[config.mk]
export PLATFORM = sky130hd
export DESIGN_NAME = fazyrv_rf_chunked_flat
export DESIGN_NICKNAME = d
export VERILOG_FILES = /design/src/rtl/fazyrv_rf_chunked_if.sv /design/src/rtl/fazyrv_rf_chunked.sv /design/src/flat_wrapper.sv
export SDC_FILE = /design/constraint.sdc
export NUM_CORES = 2
export LEC_CHECK = 0
export CAP_MARGIN = 20
export CELL_PAD_IN_SITES_DETAIL_PLACEMENT = 0
export CELL_PAD_IN_SITES_GLOBAL_PLACEMENT = 1
export CORE_ASPECT_RATIO = 1.5
export CORE_UTILIZATION = 53
export CTS_CLUSTER_SIZE = 8
export DETAILED_ROUTE_END_ITERATION = 6
export DONT_BUFFER_PORTS = 1
export GPL_TIMING_DRIVEN = 0
export PLACE_DENSITY = 0.81
export SKIP_CTS_REPAIR_TIMING = 1
export SYNTH_ARGS = -nofsm -noshare
export SYNTH_HDL_FRONTEND = slang
export SYNTH_SLANG_ARGS = --single-unit
export TNS_END_PERCENT = 100
[constraint.sdc]
create_clock -name clk_i -period 2.5 [get_ports clk_i]
set_input_delay 0.25 -clock clk_i [delete_from_list [all_inputs] [get_ports clk_i]]
set_output_delay 0.25 -clock clk_i [all_outputs]
set_load 0.01 [all_outputs]
[src/rtl/fazyrv_rf_chunked_if.sv]
// Bit-serial register file port bundle: sweep request, per-cycle data chunks
// and the debug peek path.
interface fazyrv_rf_chunked_if #(
  parameter int CHUNKSIZE = 2
);
   logic                 start_i;
   logic [4:0]           rs1_i, rs2_i, rd_i;
   logic                 we_i;
   logic [CHUNKSIZE-1:0] res_i;
   logic [CHUNKSIZE-1:0] ra_o, rb_o;
   logic                 busy_o, done_o;
   logic [4:0]           dbg_addr_i;
   logic [31:0]          dbg_dat_o;

   modport master (
      output start_i, rs1_i, rs2_i, rd_i, we_i, res_i, dbg_addr_i,
      input  ra_o, rb_o, busy_o, done_o, dbg_dat_o
   );

   modport slave (
      input  start_i, rs1_i, rs2_i, rd_i, we_i, res_i, dbg_addr_i,
      output ra_o, rb_o, busy_o, done_o, dbg_dat_o
   );
endinterface

[src/rtl/fazyrv_rf_chunked.sv]
// Chunked register file: each register is a rotate-right shift register that
// streams CHUNKSIZE bits per cycle over an N-cycle sweep.
module fazyrv_rf_chunked #(
  parameter int CHUNKSIZE  = 2,
  parameter int NREGS      = 32,
  parameter int CLR_ON_RST = 1
) (
   input logic clk_i,
   input logic rst_in,
   fazyrv_rf_chunked_if.slave bus
);
   localparam int N  = 32 / CHUNKSIZE;
   localparam int CW = $clog2(N);
   localparam int AW = (NREGS == 16) ? 4 : 5;

   typedef enum logic {IDLE, SWEEP} state_t;

   state_t        state, state_nxt;
   logic [CW-1:0] cnt, cnt_nxt;
   logic [AW-1:0] rs1_q, rs2_q, rd_q;
   logic          we_q;
   logic          accept;
   logic          busy, last;

   assign busy = (state == SWEEP);
   assign last = busy && (cnt == CW'(N-1));

   always_comb begin
      state_nxt = state;
      cnt_nxt   = cnt;
      accept    = 1'b0;
      case (state)
         IDLE: if (bus.start_i) begin
            state_nxt = SWEEP;
            cnt_nxt   = '0;
            accept    = 1'b1;
         end
         SWEEP: begin
            cnt_nxt = cnt + CW'(1);
            if (last) state_nxt = IDLE;
         end
         default: state_nxt = IDLE;
      endcase
   end

   always_ff @(posedge clk_i) begin
      if (!rst_in) begin
         state <= IDLE;
         cnt   <= '0;
         rs1_q <= '0;
         rs2_q <= '0;
         rd_q  <= '0;
         we_q  <= 1'b0;
      end else begin
         state <= state_nxt;
         cnt   <= cnt_nxt;
         if (accept) begin
            rs1_q <= bus.rs1_i[AW-1:0];
            rs2_q <= bus.rs2_i[AW-1:0];
            rd_q  <= bus.rd_i[AW-1:0];
            we_q  <= bus.we_i;
         end
      end
   end

   // Entry 0 is a constant zero, so x0 never gets a flop.
   logic [NREGS-1:0][31:0] view;
   assign view[0] = '0;

   for (genvar i = 1; i < NREGS; i++) begin : g_reg
      logic [31:0] r;
      logic        wr, sh;
      assign wr = we_q && (rd_q == AW'(i));
      // One shift per cycle no matter how many of rs1/rs2/rd hit this entry.
      assign sh = busy && (wr || rs1_q == AW'(i) || rs2_q == AW'(i));
      always_ff @(posedge clk_i) begin
         if (!rst_in) begin
            if (CLR_ON_RST != 0) r <= '0;
         end else if (sh) begin
            r <= {(wr ? bus.res_i : r[CHUNKSIZE-1:0]), r[31:CHUNKSIZE]};
         end
      end
      assign view[i] = r;
   end

   assign bus.busy_o    = busy;
   assign bus.done_o    = last;
   assign bus.ra_o      = busy ? view[rs1_q][CHUNKSIZE-1:0] : '0;
   assign bus.rb_o      = busy ? view[rs2_q][CHUNKSIZE-1:0] : '0;
   assign bus.dbg_dat_o = view[bus.dbg_addr_i[AW-1:0]];
endmodule

[src/flat_wrapper.sv]
// flat-port wrapper written by rule: the top's interface ports become plain ports
module fazyrv_rf_chunked_flat 
#(
  parameter int CHUNKSIZE  = 2,
  parameter int NREGS      = 32,
  parameter int CLR_ON_RST = 1
)
  (clk_i, rst_in, bus_start_i, bus_rs1_i, bus_rs2_i, bus_rd_i, bus_we_i, bus_res_i, bus_dbg_addr_i, bus_ra_o, bus_rb_o, bus_busy_o, bus_done_o, bus_dbg_dat_o);
  fazyrv_rf_chunked_if #(.CHUNKSIZE(CHUNKSIZE)) bus_i ();
  input logic clk_i;
  input logic rst_in;
  input wire logic [$bits(bus_i.start_i)-1:0] bus_start_i;
  input wire logic [$bits(bus_i.rs1_i)-1:0] bus_rs1_i;
  input wire logic [$bits(bus_i.rs2_i)-1:0] bus_rs2_i;
  input wire logic [$bits(bus_i.rd_i)-1:0] bus_rd_i;
  input wire logic [$bits(bus_i.we_i)-1:0] bus_we_i;
  input wire logic [$bits(bus_i.res_i)-1:0] bus_res_i;
  input wire logic [$bits(bus_i.dbg_addr_i)-1:0] bus_dbg_addr_i;
  output wire logic [$bits(bus_i.ra_o)-1:0] bus_ra_o;
  output wire logic [$bits(bus_i.rb_o)-1:0] bus_rb_o;
  output wire logic [$bits(bus_i.busy_o)-1:0] bus_busy_o;
  output wire logic [$bits(bus_i.done_o)-1:0] bus_done_o;
  output wire logic [$bits(bus_i.dbg_dat_o)-1:0] bus_dbg_dat_o;
  assign bus_i.start_i = bus_start_i;
  assign bus_i.rs1_i = bus_rs1_i;
  assign bus_i.rs2_i = bus_rs2_i;
  assign bus_i.rd_i = bus_rd_i;
  assign bus_i.we_i = bus_we_i;
  assign bus_i.res_i = bus_res_i;
  assign bus_i.dbg_addr_i = bus_dbg_addr_i;
  assign bus_ra_o = bus_i.ra_o;
  assign bus_rb_o = bus_i.rb_o;
  assign bus_busy_o = bus_i.busy_o;
  assign bus_done_o = bus_i.done_o;
  assign bus_dbg_dat_o = bus_i.dbg_dat_o;
  fazyrv_rf_chunked #(.CHUNKSIZE(CHUNKSIZE), .NREGS(NREGS), .CLR_ON_RST(CLR_ON_RST)) u_core (.clk_i(clk_i), .rst_in(rst_in), .bus(bus_i));
endmodule
==> flow_metrics.py <==
metrics = {
    "critical_path": {
        "cp_slowest_cell": "dfxtp_4",
        "worstPathArrival_ns": 3.02,
        "rr_startpoint": "u_core.rd_q[1]$_SDFFE_PN0P_",
        "cp_cell_sequence": "buf_6, buf_12, mux2_4, a222oi_1, o311a_1, buf_6, o211ai_1, and4_4",
        "ff2ff_path_depth": 7,
        "cp-startpoint": "u_core.rs2_q[1]$_SDFFE_PN0P_",
        "max_stage_delay_ns": 0.37,
        "reg2reg_slack_ns": -0.04,
        "path_max_fanout": 7,
        "critPathKind": "flop to primary output",
        "required_ns": 2.25,
        "cp-end-kind": "primary output",
        "crit_path_end": "bus_rb_o[0]",
        "path_common_cell": "buf_6",
        "reg2reg_to": "u_core.g_reg[5].r[27]$_SDFFE_PN0P_",
        "cp-start-kind": "flop",
    },
    "clocking": {
        "cts_buffers": 144,
        "clock_path_buffers": 3,
        "clk_pin_slew_ns": 0.05,
        "htree_levels": 4,
        "cts_tree": "yes",
        "numClockSinks": 1013,
        "clock_latency_ns": 0.77,
        "cts-root-buf": "clkbuf_16",
    },
    "synth": {
        "synth_edf_count": 0,
        "syn_avg_cell_area_um2": 11.74,
        "netlist_instances": 4149,
        "ys_ff_latch": 1013,
        "synth_top_flop_cell": "dfxtp_1",
        "syn_nets": 4176,
        "synth-async-reset-ratio_pct": 0,
        "synth_area_um2": 48690,
        "post_synth_num_cell_types": 52,
        "seq_area_frac_synth_pct": 41.65,
        "ys_warn_count": 0,
    },
    "sta": {
        "finalCriticalPeriod_ns": 3.272,
        "slew_violations": 0,
        "setup_tns_ns": -12.49,
        "hold_viol_final": 0,
        "rsz0062_at_grt": "yes",
        "max_freq_mhz": 305.6,
        "worst_pin_slew_ns": 1.164,
        "relSlewSlack_pct": 22.37,
        "layout_setup_ws_ns": -0.7723,
        "min_period_over_period_pct": 130.9,
        "fin_skew_ns": 0.02074,
        "setup_viol": 84,
    },
    "final_layout": {
        "final_nets": 4379,
        "multi_input_area_um2": 27550,
        "fin_area_um2": 55860,
        "synthToLayoutAreaGrowth_pct": 14.73,
        "seqCellArea_um2": 20340,
        "final_util_pct": 61.59,
        "instances_no_fill": 5535,
        "n_fill_cell": 7445,
        "post_route_cells_drive_above_1_share_pct": 21.30,
    },
    "run_status": {
        "status": "finished, violations left",
        "violations": "negative setup slack",
    },
    "route": {
        "routed_wl_um": 160800,
        "vias": 32760,
        "viasPerCell": 5.918,
        "drt_first_pass_iters": 5,
        "routedWlPerCell_um": 29.06,
        "drc": 0,
        "drt_iter0_drc": 2011,
        "ant_nets": 0,
    },
    "placement": {
        "globalplace.congestion": 1.027,
        "dp_hpwl_um": 121000,
        "place_area_um2": 50190,
        "dpl_worst_slack_ns": -1.150,
        "numPortBuffers": 0,
        "place_inst": 5316,
    },
    "pwr": {
        "power_density_nw_per_um2": 644.7,
        "peakVddDrop_mv": 0.6690,
        "p_leak_nw": 25.72,
    },
    "die": {
        "fp.dieArea_um2": 93110,
        "die_w_um": 249.5,
        "die_h_um": 373.2,
        "core.rowCount": 135,
        "io-pin-count": 64,
        "start_util_pct": 53.68,
        "core-area_um2": 90710,
    },
    "global_route": {
        "grt_util_all_layers_pct": 34.24,
        "grt_pass1_wl_um": 230000,
        "antenna_found_initial": 15,
        "grt_overflow": 0,
        "grt_start_max_net_pins": 17,
        "first_global_vias": 32590,
    },
    "hold_path": {
        "hold_path.class": "input pin to flop",
    },
    "run": {
        "drv_cap": 0,
    },
}
worst max-delay path: cells and delay by family (launching register included):
family / cells / cell delay (ns)
flip-flops: 1 / 0.37
multiplexers: 1 / 0.31
AND/OR/NAND/NOR: 1 / 0.34
buffers and inverters: 3 / 0.41
AO/OA/AOI/OAI: 3 / 0.83
routing by layer:
metal	up-vias	global-route usage, %	wire, µm
li1	15180	-	-
met5	-	0	128
met4	24	24.24	12370
met1	16310	39.21	62840
met2	879	57.30	78350
met3	370	6.681	7148
cell families after synthesis:
logic type               synth area share, %
AO/OA/AOI/OAI                          2.783
flip-flops                             41.65
buffers and inverters                  3.772
AND/OR/NAND/NOR                        14.59
multiplexers                           37.18
adder cells (fa/ha/maj)              0.02569
through the flow:
stage	hold WS [ns]	power (mW)
after floorplan	0.3848	17.75
after global placement	0.3917	18.42
after detailed placement	0.3942	18.42
after CTS	-0.4140	35.99
after global routing	0.04394	36.97
final	0.05195	36.01
worst min path at each step:
stage	from	slack (ns)	cells after the start	endpoint
6_report	bus_start_i	0.05	4	u_core.rs1_q[0]$_SDFFE_PN0P_
5_1_grt	bus_start_i	0.04	4	u_core.rs1_q[1]$_SDFFE_PN0P_
4_1_cts	bus_rs2_i[3]	-0.41	2	u_core.rs2_q[3]$_SDFFE_PN0P_
3_5_place_dp	bus_rs2_i[3]	0.39	2	u_core.rs2_q[3]$_SDFFE_PN0P_
3_3_place_gp	bus_rd_i[3]	0.39	2	u_core.rd_q[3]$_SDFFE_PN0P_
2_1_floorplan	bus_rd_i[2]	0.38	2	u_core.rd_q[2]$_SDFFE_PN0P_
where the power goes:
| part | internal, mW | total (mW) | switching [mW] |
|---|---|---|---|
| logic | 0.828 | 2.14 | 1.31 |
| registers | 16.2 | 16.2 | 0.0267 |
| clock network | 10.6 | 17.7 | 7.09 |
placed cells by master (no fill, tap or decap), types with 10 or more instances in the layout:
master and instances:
mux2i_1 1060, nor2b_1 999, dfxtp_1 967, mux4_2 274
clkbuf_16 151, clkbuf_1 143, buf_4 138, mux2_2 85
dfxtp_2 43, nand2_1 38, nor2_1 34, buf_2 30
nor2_4 30, a22o_1 27, o21ai_2 25, a221oi_4 24
buf_6 22, o22ai_1 21, clkbuf_2 20, mux2_1 19
dlygate4sd3_1 19, mux2i_2 13, nand2b_1 12, a221oi_2 10
a21boi_1 10
state kept, by name, summed over array words and instances (netlist names):
| name | cells |
|---|---|
| u_core.cnt | 4 |
| u_core.rd_q | 5 |
| u_core.rs1_q | 5 |
| u_core.bus.busy_o | 1 |
| u_core.we_q | 1 |
| u_core.g.r | 992 |
| u_core.rs2_q | 5 |
cell type report:
type | count | share of cell area (%)
inverter | 5 | 0.03360
sequential | 1013 | 36.42
tap | 1164 | 2.607
buffer | 338 | 3.637
clock buffer | 152 | 6.751
timing repair buffer | 57 | 0.9676
multi-input combinational | 2793 | 49.32
clock inverter | 9 | 0.2464
antenna | 4 | 0.01792
cells in the mapped netlist (5+ instances only):
master	count	area [µm²]
mux2i_1	1073	10740
dfxtp_1	1013	20280
nor2b_1	999	6250
mux4_2	274	6171
clkbuf_1	163	611.8
buf_4	107	803.3
mux2_2	83	934.7
nor2_1	67	251.5
buf_2	52	260.3
nand2_1	38	142.6
a221oi_1	34	297.8
a22o_1	32	280.3
o21ai_1	24	120.1
mux2_1	23	259.0
o22ai_1	21	131.4
nand2b_1	12	75.07
buf_6	11	123.9
a21boi_1	10	75.07
o32ai_1	9	78.83
nand3_1	8	40.04
and4_1	7	61.31
a21boi_0	6	45.04
a21oi_1	6	30.03
buf_1	5	18.77
inv_1	5	18.77
nand3b_1	5	37.54
o21ai_0	5	25.02
(Power assumes the default switching activity.)
